<file path="config.mk">
export PLATFORM = sky130hd
export DESIGN_NAME = picosoc_mem_loader
export DESIGN_NICKNAME = d
export VERILOG_FILES = /design/src/rtl/picosoc_mem_loader.sv
export SDC_FILE = /design/constraint.sdc
export NUM_CORES = 1
export LEC_CHECK = 0
export BUFFER_PORTS_ARGS = -buffer_cell sky130_fd_sc_hd__buf_2
export CAP_MARGIN = 10
export CORE_MARGIN = 2
export CORE_UTILIZATION = 63
export CTS_BUF_LIST = sky130_fd_sc_hd__clkbuf_2
export CTS_CLUSTER_SIZE = 28
export DETAILED_ROUTE_END_ITERATION = 12
export HOLD_SLACK_MARGIN = 0.05
export PLACE_DENSITY_LB_ADDON = 0.15
export SKIP_CTS_REPAIR_TIMING = 1
export SLEW_MARGIN = 20
export SYNTH_ARGS = -nofsm -noshare
export SYNTH_HDL_FRONTEND = slang
export SYNTH_SLANG_ARGS = --single-unit
</file>
<file path="constraint.sdc">
create_clock -name clk -period 5.6 [get_ports clk]
set_clock_uncertainty 0.2 [all_clocks]
set_input_delay 0.28 -clock clk [delete_from_list [all_inputs] [get_ports clk]]
set_output_delay 0.28 -clock clk [all_outputs]
set_load 0.02 [all_outputs]
</file>
<file path="src/rtl/picosoc_mem_loader.sv">
`default_nettype none
// ============================================================================
// Module   : picosoc_mem_loader
// Brief    : Packs a little-endian byte stream into 32-bit words, writes them
//            to the picosoc SRAM port from a base word address, then reads the
//            region back and compares its checksum against the written data.
// Revision : 1.0 - initial release
// ============================================================================
module picosoc_mem_loader #(
  parameter int ADDR_WIDTH = 22,
  parameter int LEN_WIDTH  = 24
) (
  input  logic                  clk,
  input  logic                  rst,
  input  logic                  start,
  input  logic [ADDR_WIDTH-1:0] base_addr,
  input  logic [LEN_WIDTH-1:0]  byte_count,
  input  logic [7:0]            in_data,
  input  logic                  in_valid,
  output logic                  in_ready,
  output logic [3:0]            mem_wen,
  output logic [ADDR_WIDTH-1:0] mem_addr,
  output logic [31:0]           mem_wdata,
  input  logic [31:0]           mem_rdata,
  output logic                  busy,
  output logic                  done,
  output logic                  error,
  output logic [31:0]           checksum
);

  localparam logic [2:0] S_IDLE   = 3'd0;
  localparam logic [2:0] S_LOAD   = 3'd1;
  localparam logic [2:0] S_WRITE  = 3'd2;
  localparam logic [2:0] S_READ   = 3'd3;
  localparam logic [2:0] S_FINISH = 3'd4;

  logic [2:0]            r_state;
  logic [ADDR_WIDTH-1:0] r_base;
  logic [LEN_WIDTH-1:0]  r_count;
  logic [LEN_WIDTH-1:0]  r_nwords;
  logic [31:0]           r_lastmask;
  logic [LEN_WIDTH-1:0]  r_accepted;
  logic [1:0]            r_lane;
  logic [ADDR_WIDTH-1:0] r_word_idx;
  logic [31:0]           r_buf;
  logic [31:0]           r_wsum;
  logic [31:0]           r_rsum;
  logic [LEN_WIDTH-1:0]  r_rcyc;

  logic                  r_in_ready;
  logic [3:0]            r_wen;
  logic [ADDR_WIDTH-1:0] r_addr;
  logic [31:0]           r_wdata;
  logic                  r_busy;
  logic                  r_done;
  logic                  r_error;
  logic [31:0]           r_checksum;

  logic                  w_accept;
  logic [LEN_WIDTH-1:0]  w_cnt_next;
  logic                  w_last_byte;
  logic [31:0]           w_buf_new;
  logic [3:0]            w_lane_mask;
  logic [LEN_WIDTH-1:0]  w_nwords;
  logic [31:0]           w_lastmask;
  logic [31:0]           w_rmask;
  logic [31:0]           w_rsum_next;
  logic [LEN_WIDTH-1:0]  w_rcyc_next;

  assign w_accept    = (r_state == S_LOAD) && in_valid && r_in_ready;
  assign w_cnt_next  = r_accepted + LEN_WIDTH'(1);
  assign w_last_byte = (w_cnt_next == r_count);
  assign w_buf_new   = r_buf | ({24'd0, in_data} << {r_lane, 3'b000});
  assign w_nwords    = (byte_count >> 2) + {{(LEN_WIDTH-1){1'b0}}, |byte_count[1:0]};
  assign w_rcyc_next = r_rcyc + LEN_WIDTH'(1);

  // Read data arriving in the last READ cycle belongs to the final word,
  // whose unwritten lanes must not contribute to the readback sum.
  assign w_rmask     = (r_rcyc == r_nwords) ? r_lastmask : 32'hFFFF_FFFF;
  assign w_rsum_next = r_rsum + (mem_rdata & w_rmask);

  // Lane fill masks: write-enable for the word being closed, and the data
  // mask for the final word of the transfer derived from the byte count.
  always_comb begin
    w_lane_mask = 4'b1111;
    w_lastmask  = 32'hFFFF_FFFF;
    case (r_lane)
      2'd0:    w_lane_mask = 4'b0001;
      2'd1:    w_lane_mask = 4'b0011;
      2'd2:    w_lane_mask = 4'b0111;
      default: w_lane_mask = 4'b1111;
    endcase
    case (byte_count[1:0])
      2'd1:    w_lastmask = 32'h0000_00FF;
      2'd2:    w_lastmask = 32'h0000_FFFF;
      2'd3:    w_lastmask = 32'h00FF_FFFF;
      default: w_lastmask = 32'hFFFF_FFFF;
    endcase
  end

  // Main controller: load/pack, single-cycle write, readback and verdict.
  always_ff @(posedge clk) begin
    if (rst) begin
      r_state    <= S_IDLE;
      r_base     <= '0;
      r_count    <= '0;
      r_nwords   <= '0;
      r_lastmask <= '0;
      r_accepted <= '0;
      r_lane     <= '0;
      r_word_idx <= '0;
      r_buf      <= '0;
      r_wsum     <= '0;
      r_rsum     <= '0;
      r_rcyc     <= '0;
      r_in_ready <= 1'b0;
      r_wen      <= 4'd0;
      r_addr     <= '0;
      r_wdata    <= '0;
      r_busy     <= 1'b0;
      r_done     <= 1'b0;
      r_error    <= 1'b0;
      r_checksum <= '0;
    end else begin
      r_done <= 1'b0;
      case (r_state)
        S_IDLE: begin
          if (start) begin
            if (byte_count == '0) begin
              // Empty transfer completes immediately without touching memory.
              r_done     <= 1'b1;
              r_checksum <= '0;
              r_error    <= 1'b0;
            end else begin
              r_base     <= base_addr;
              r_count    <= byte_count;
              r_nwords   <= w_nwords;
              r_lastmask <= w_lastmask;
              r_accepted <= '0;
              r_lane     <= '0;
              r_word_idx <= '0;
              r_buf      <= '0;
              r_wsum     <= '0;
              r_rsum     <= '0;
              r_checksum <= '0;
              r_error    <= 1'b0;
              r_busy     <= 1'b1;
              r_in_ready <= 1'b1;
              r_state    <= S_LOAD;
            end
          end
        end
        S_LOAD: begin
          if (w_accept) begin
            r_accepted <= w_cnt_next;
            r_lane     <= r_lane + 2'd1;
            r_buf      <= w_buf_new;
            if ((r_lane == 2'd3) || w_last_byte) begin
              r_wdata    <= w_buf_new;
              r_wen      <= w_lane_mask;
              r_addr     <= r_base + r_word_idx;
              r_in_ready <= 1'b0;
              r_state    <= S_WRITE;
            end
          end
        end
        S_WRITE: begin
          r_wen      <= 4'd0;
          r_wsum     <= r_wsum + r_wdata;
          r_word_idx <= r_word_idx + ADDR_WIDTH'(1);
          r_buf      <= '0;
          if (r_accepted != r_count) begin
            r_in_ready <= 1'b1;
            r_state    <= S_LOAD;
          end else begin
            r_addr  <= r_base;
            r_rcyc  <= '0;
            r_rsum  <= '0;
            r_state <= S_READ;
          end
        end
        S_READ: begin
          // Address issued in cycle c returns data in cycle c+1.
          r_rcyc <= w_rcyc_next;
          if (r_rcyc != '0) begin
            r_rsum <= w_rsum_next;
          end
          if (w_rcyc_next < r_nwords) begin
            r_addr <= r_addr + ADDR_WIDTH'(1);
          end
          if (r_rcyc == r_nwords) begin
            r_done     <= 1'b1;
            r_busy     <= 1'b0;
            r_checksum <= r_wsum;
            r_error    <= (w_rsum_next != r_wsum);
            r_state    <= S_FINISH;
          end
        end
        S_FINISH: begin
          r_state <= S_IDLE;
        end
        default: begin
          r_state <= S_IDLE;
        end
      endcase
    end
  end

  assign in_ready  = r_in_ready;
  assign mem_wen   = r_wen;
  assign mem_addr  = r_addr;
  assign mem_wdata = r_wdata;
  assign busy      = r_busy;
  assign done      = r_done;
  assign error     = r_error;
  assign checksum  = r_checksum;

endmodule
`default_nettype wire

</file>
## Word-level counts from Yosys, hierarchy flattened

Cells that the tools add are included.

- Bits in registers: 367
- Bits of input ports: 90
- Output and inout bits: 94
- Logic and storage cells: 142

- $add $sub $neg: 9
- $lt $le $gt $ge: 1
- Equal/unequal tests: 22
- Shift-type cells: 1
- Mux-type cells: 57
- Bitwise gates (word level): 3
- Reduce and logical (&&, ||, !) cells: 29

Operator list:

| kind | number |
|---|---|
| $pmux W32 S3 | 3 |
| $mux W32 | 8 |
| $mux W22 | 6 |
| $pmux W32 S2 | 2 |
| $mux W24 | 4 |
| $pmux W24 S2 | 2 |
| $pmux W22 S3 | 1 |
| $add A32 B32 Y32 | 2 |
| $add A24 B1 Y24 const B | 2 |
| $eq A24 B24 Y1 | 2 |
| $add A22 B1 Y22 const B | 2 |
| $pmux W22 S2 | 1 |
| $and A32 B32 Y32 | 1 |
| $ne A32 B32 Y1 | 1 |
| $or A32 B32 Y32 | 1 |
| $shl A8 B5 Y32 | 1 |
| $logic_not A24 Y1 | 1 |
| $lt A24 B24 Y1 | 1 |
| $ne A24 B24 Y1 | 1 |
| $reduce_bool A24 Y1 | 1 |
| $add A22 B1 Y23 | 1 |
| $add A22 B22 Y22 | 1 |
| $ne A2 B2 Y1 const B | 8 |
| $mux W3 | 5 |
| other kinds (28) | 64 |

## Longest topological paths before layout

- Depth in word-level cells: 7
- Depth in mapped cells: 21
- Mapped depth without buffers: 20

## Least setup slack after synthesis

No wires, ideal clock.

- Path kind: reg2reg
- Start point: register r_rcyc[12]
- End point: register r_error (netlist: error)
- Library setup time: 0.137 ns
- Data arrival time: 4.602 ns
- Data required time: 5.263 ns
- Slack: 0.660 ns
- Cell stages (with the launch flop): 20
- Buffers on the path: 2
- Period minus slack after synthesis: 4.940 ns
- Path through: dfxtp_1 -> clkbuf_1 -> xnor2_1 -> nand4_1 -> nor4_1 -> nand3_1 -> nor2_1 -> nor2b_1 -> ha_1 -> clkbuf_1 -> nand2_1 -> or4_1 -> or2_2 -> o311a_1 -> xnor3_1 -> or2_2 -> nor4_1 -> nand4_1 -> nor4_1 -> a211oi_1

- Longest elaborated chain between the ends: 7
- Elaborated cells between the ends (all ways): 9
- Classes of those cells: 1 x add/sub; 3 x eq/ne; 3 x mux; 1 x bitwise; 1 x reduce/logical

Ends and longest elaborated chain:

| what | RTL line | RTL |
|---|---|---|
| from (decl) | 48 | `logic [LEN_WIDTH-1:0] r_rcyc;` |
| from (signal assigned) | 184 | `r_rcyc <= w_rcyc_next;` |
| $eq A24 B24 Y1 * | 79, 191 |  |
| $mux W32 | 79 | `assign w_rmask = (r_rcyc == r_nwords) ? r_lastmask : 32'hFFFF_FFFF;` |
| $and A32 B32 Y32 | 80 | `assign w_rsum_next = r_rsum + (mem_rdata & w_rmask);` |
| $add A32 B32 Y32 | 80 |  |
| $ne A32 B32 Y1 | 195 | `r_error <= (w_rsum_next != r_wsum);` |
| $mux W1 | 191 | `if (r_rcyc == r_nwords) begin` |
| $pmux W1 S2 | 126 | `case (r_state)` |
| to (signal assigned) | 195 |  |
| to (decl) | 56 | `logic r_error;` |

Every way passes the cells marked *; elsewhere a longest branch is shown, timed or not. The select of a mux whose other input is x is not followed.
A chain may end at the register's enable or synchronous reset.

## Final worst setup path

- Start point: register r_rcyc[1]
- End point: register r_addr[9] (netlist: mem_addr[9])

- Longest elaborated chain between the ends: 4

Ends and longest elaborated chain:

| what | RTL line | RTL |
|---|---|---|
| $add A24 B1 Y24 | 75 | `assign w_rcyc_next = r_rcyc + LEN_WIDTH'(1);` |
| $lt A24 B24 Y1 | 188 | `if (w_rcyc_next < r_nwords) begin` |
| $ne A2 B2 Y1 (no line) | - |  |
| $reduce_and A5 Y1 (no line) | - |  |
| to (signal assigned) | 161 | `r_addr <= r_base + r_word_idx;` |
| to (signal assigned) | 176 | `r_addr <= r_base;` |
| to (signal assigned) | 189 | `r_addr <= r_addr + ADDR_WIDTH'(1);` |
| to (decl) | 52 | `logic [ADDR_WIDTH-1:0] r_addr;` |

No other way between the ends.

==> impl_results.md <==
- Commonest cells after routing, fill and taps aside: sky130_fd_sc_hd__nor2_1 (349), sky130_fd_sc_hd__dfxtp_1 (337), sky130_fd_sc_hd__a21oi_1 (273), sky130_fd_sc_hd__nand2_1 (272), sky130_fd_sc_hd__buf_2 (182)
- Post-synth top area share: 31.9%
- Source of the worst register-to-register timing path: r_rcyc[1]
- Overflow after GRT: 0
- Max_slew headroom: between 20 and 30%
- Clock transition time at the flip-flop clock pins of the worst setup and hold paths: about 110 ps
- Overall power of the completed layout: 4990 µW
- Global-route total usage across every layer: a little over a third
- Final Hold Violating Endpoints: 2
- Syn-to-layout area delta: 16.6%
- Startpoint of the worst hold path: mem_rdata[15]
- Initial Util: a little under two thirds
- Vert. Die Dim: 187 µm
- Switching power of the nets: approximately 1600 µW
- Largest fanout on the critical path: 39
- Core Box Area: approximately 0.033 mm²
- Clock buffers created by TritonCTS: 88
- Total half-perimeter wirelength after legalization and detailed placement: 45.9 mm
- Int Power: roughly 3400 µW
- Commonest non-fill, non-tap cell in the layout: sky130_fd_sc_hd__nor2_1
- Global-route wire length before repair: just over 100 mm
- Number of H-tree levels: 3
- Leading cell types by total area after synthesis: sky130_fd_sc_hd__dfxtp_1 (32%), sky130_fd_sc_hd__ha_1 (7.0%), sky130_fd_sc_hd__a21oi_1 (6.5%), sky130_fd_sc_hd__nor2_1 (6.3%), sky130_fd_sc_hd__nand2_1 (4.8%)
- Leakage power: around 0.01 µW
- Initial DRT Pass Iterations: 6
- Synthesized netlist cell count: roughly 2,700
- Count of routing violations after the opening detailed-route iteration: between 1,500 and 2,000
- Total vias in the final route: around 22,000
- Logic pwr share: between 10 and 15%
- Arrival time reported for the critical path endpoint: around 6200 ps
- Failing checks: hold timing
- Status: finished with violations
- DRC Markers: 0
- Peak clock frequency supported by timing: 182 MHz
- Final ANT Viol Nets: 0
- Worst hold slack across all endpoints: -23.8 ps
- Setup crit start kind: flip-flop
- CTS Root Cell: sky130_fd_sc_hd__clkbuf_2
- Antenna violations before repair: 1
- Fraction of layout cells with a size suffix above 1: 13.3%
- Final critical delay including setup and external delays: around 5500 ps
- Highest ir drop seen on vdd: 0.246 mV
- Clock tree from TritonCTS: yes
- Number of distinct standard cells referenced by the synthesized netlist: 80
- Cell area after synthesis: about 0.021 mm²
- Number of synthesized register bits: 338
- Wire length per cell: roughly 19 µm
- Max-capacitance violation count: 0
- Maximum number of pins on one net before global-route repair: between 200 and 250
- Sinks on the clock net: ~340
- Buffers from clock root to sink, at most: 3
- Final setup violation count: 0
- I/O pin count: 184
- Avg Inst Size Synth: 7.71 µm²
- Final Cycle Share: 98.2%
- Site row count: 67
- Routability congestion estimate: 0.955
- Post-detailed-route via-to-cell ratio: slightly above 6
- Syn nets: 2,959
- Routed wire length: just under 70 mm
- Nets: around 3,200
- Die width: 187 µm
- Sequential-to-total area share from yosys stat: 31.9%
- Final-report max-slew violation count: 0
- Post-synthesis async set-or-reset flop share: 0%
- Endpoint class of the critical path: flip-flop
- Power density relative to cell area: 202 mW/mm²
- Crit Path Category: flip-flop to flip-flop
- CP Launch Point: r_rcyc[1]
- Yosys warning count: 0
- Reg power frac: about 50%
- Vias in the first global route: between 20,000 and 25,000
- Fraction of power spent switching nets: 31.4%
- Overall die area: between 0.03 and 0.04 mm²
- Required time at the worst-slack endpoint: 6260 ps
- Setup TNS: 0 ps
- Worst-skew pair later-pin latency: around 1000 ps
- # port buffers: 183
- Most common flop cell mapped by yosys: sky130_fd_sc_hd__dfxtp_1
- Classification of the worst-slack hold path: input port to flip-flop
- Leading area contributor after synthesis: sky130_fd_sc_hd__dfxtp_1
- Power share of the clock group: a little over a third
- Number of synthesized flops with an enable pin: 0
- Actual transition at the worst max-transition pin: between 1000 and 1500 ps
## synthesized netlist by cell type, types with 8 or more instances
library cell,instances
sky130_fd_sc_hd__nand2_1,273
sky130_fd_sc_hd__nand4_1,50
sky130_fd_sc_hd__nand3b_1,11
sky130_fd_sc_hd__inv_1,73
sky130_fd_sc_hd__clkbuf_1,141
sky130_fd_sc_hd__and4_1,13
sky130_fd_sc_hd__nand2b_1,21
sky130_fd_sc_hd__xor2_1,115
sky130_fd_sc_hd__nor2b_1,58
sky130_fd_sc_hd__nor2_1,353
sky130_fd_sc_hd__nor3_1,65
sky130_fd_sc_hd__nand3_1,97
sky130_fd_sc_hd__or3_1,24
sky130_fd_sc_hd__xnor2_1,104
sky130_fd_sc_hd__nor4_1,28
sky130_fd_sc_hd__dfxtp_1,338
sky130_fd_sc_hd__a22oi_1,72
sky130_fd_sc_hd__o211ai_1,19
sky130_fd_sc_hd__and3_1,23
sky130_fd_sc_hd__mux2i_1,11
sky130_fd_sc_hd__a21oi_1,274
sky130_fd_sc_hd__a31oi_1,23
sky130_fd_sc_hd__or2_2,13
sky130_fd_sc_hd__a2111oi_0,8
sky130_fd_sc_hd__buf_1,19
sky130_fd_sc_hd__a21o_1,38
sky130_fd_sc_hd__o21ai_0,90
sky130_fd_sc_hd__a211oi_1,84
sky130_fd_sc_hd__and2_1,16
sky130_fd_sc_hd__buf_2,20
sky130_fd_sc_hd__o21bai_1,8
sky130_fd_sc_hd__o21a_1,14
sky130_fd_sc_hd__a211o_1,13
sky130_fd_sc_hd__ha_1,118
## flip-flops by register name (all words and copies together) (netlist names), 2 cells and up
signal	flops
mem_wdata	32
mem_addr	22
r_accepted	24
r_buf	32
r_lastmask	4
mem_wen	4
r_state	3
r_nwords	23
r_word_idx	22
r_count	24
r_rcyc	24
r_lane	2
r_base	22
r_rsum	32
r_wsum	32
checksum	32
## final cells by class
| cell class | instances | area, µm² |
|---|---|---|
| repair buffers | 378 | 2800 |
| inverters | 73 | 274 |
| flip-flops and latches | 338 | 6770 |
| clock inverters | 25 | 153 |
| multi-input cells | 2152 | 13500 |
| well taps | 448 | 561 |
| clock buffers | 125 | 626 |
| diodes | 1 | 2.50 |
| fillers | 2610 | 8590 |
## critical path, stage by stage (launching register included)
cell	delay (ps)
sky130_fd_sc_hd__dfxtp_1	450
sky130_fd_sc_hd__ha_1	280
sky130_fd_sc_hd__nand3_1	210
sky130_fd_sc_hd__nor2_1	320
sky130_fd_sc_hd__and3_1	300
sky130_fd_sc_hd__nand3_1	200
sky130_fd_sc_hd__nor2_1	340
sky130_fd_sc_hd__and3_1	220
sky130_fd_sc_hd__nand3_1	110
sky130_fd_sc_hd__xnor2_1	230
sky130_fd_sc_hd__ha_1	300
sky130_fd_sc_hd__a21o_1	180
sky130_fd_sc_hd__a21o_1	180
sky130_fd_sc_hd__a21oi_1	180
sky130_fd_sc_hd__nor2b_1	70
sky130_fd_sc_hd__o21ai_0	410
sky130_fd_sc_hd__a41oi_1	200
sky130_fd_sc_hd__a311o_1	350
sky130_fd_sc_hd__buf_12	190
sky130_fd_sc_hd__a211oi_1	340
sky130_fd_sc_hd__nor3_1	100
## power by group through the flow
stage,logic (µW),registers (µW),clock network (µW)
floorplan,422,2540,0
global placement,602,2550,0
detailed placement,614,2550,0
CTS,618,2500,1770
global route,791,2510,1890
finish,734,2500,1760
## per-stage QoR
step | hold slack [ps] | worst slack (ps) | utilization (%) | cells | instance area [µm²]
after floorplan | 216 | 660 | - | 2748 | 21200
after global placement | 251 | 165 | 67.0 | 3236 | 22300
after detailed placement | 260 | -7.23 | 67.0 | 3236 | 22300
after CTS | -754 | 36.6 | 69.4 | 3386 | 23100
after global routing | 59.3 | -79.7 | 74.2 | 3540 | 24700
final | -23.8 | 103 | 74.2 | 3540 | 24700
## final timing paths
kind / endpoint / slack [ps] / depth (start not counted)
worst min-delay path: r_rsum[15] / -20 / 8
worst min register to register: checksum[9] / 270 / 2
worst max register to register: mem_addr[9] / 100 / 20
worst max-delay path: mem_addr[9] / 100 / 20
## metal layers
metal | vias up | global-route usage, % | part of all wire, %
li1 | 10400 | - | -
met1 | 10400 | 45.8 | 41
met2 | 1044 | 60.0 | 47
met3 | 209 | 5.40 | 7.7
met4 | 0 | 15.9 | 4.1
met5 | - | 0 | 0
## logic make-up (layout without fill, tap and decap cells)
family / count (synthesis) / in the layout / synth area share (%)
simple gates: 1073 / 1073 / 23.9
compound gates: 719 / 719 / 21.7
flops: 338 / 338 / 31.9
buf+inv: 258 / 601 / 4.77
xor+xnor: 226 / 226 / 9.80
fa+ha+maj: 121 / 121 / 7.25
mux: 13 / 13 / 0.626
other cells: 0 / 1 / 0
No activity file was read; power rests on OpenSTA's default activity.
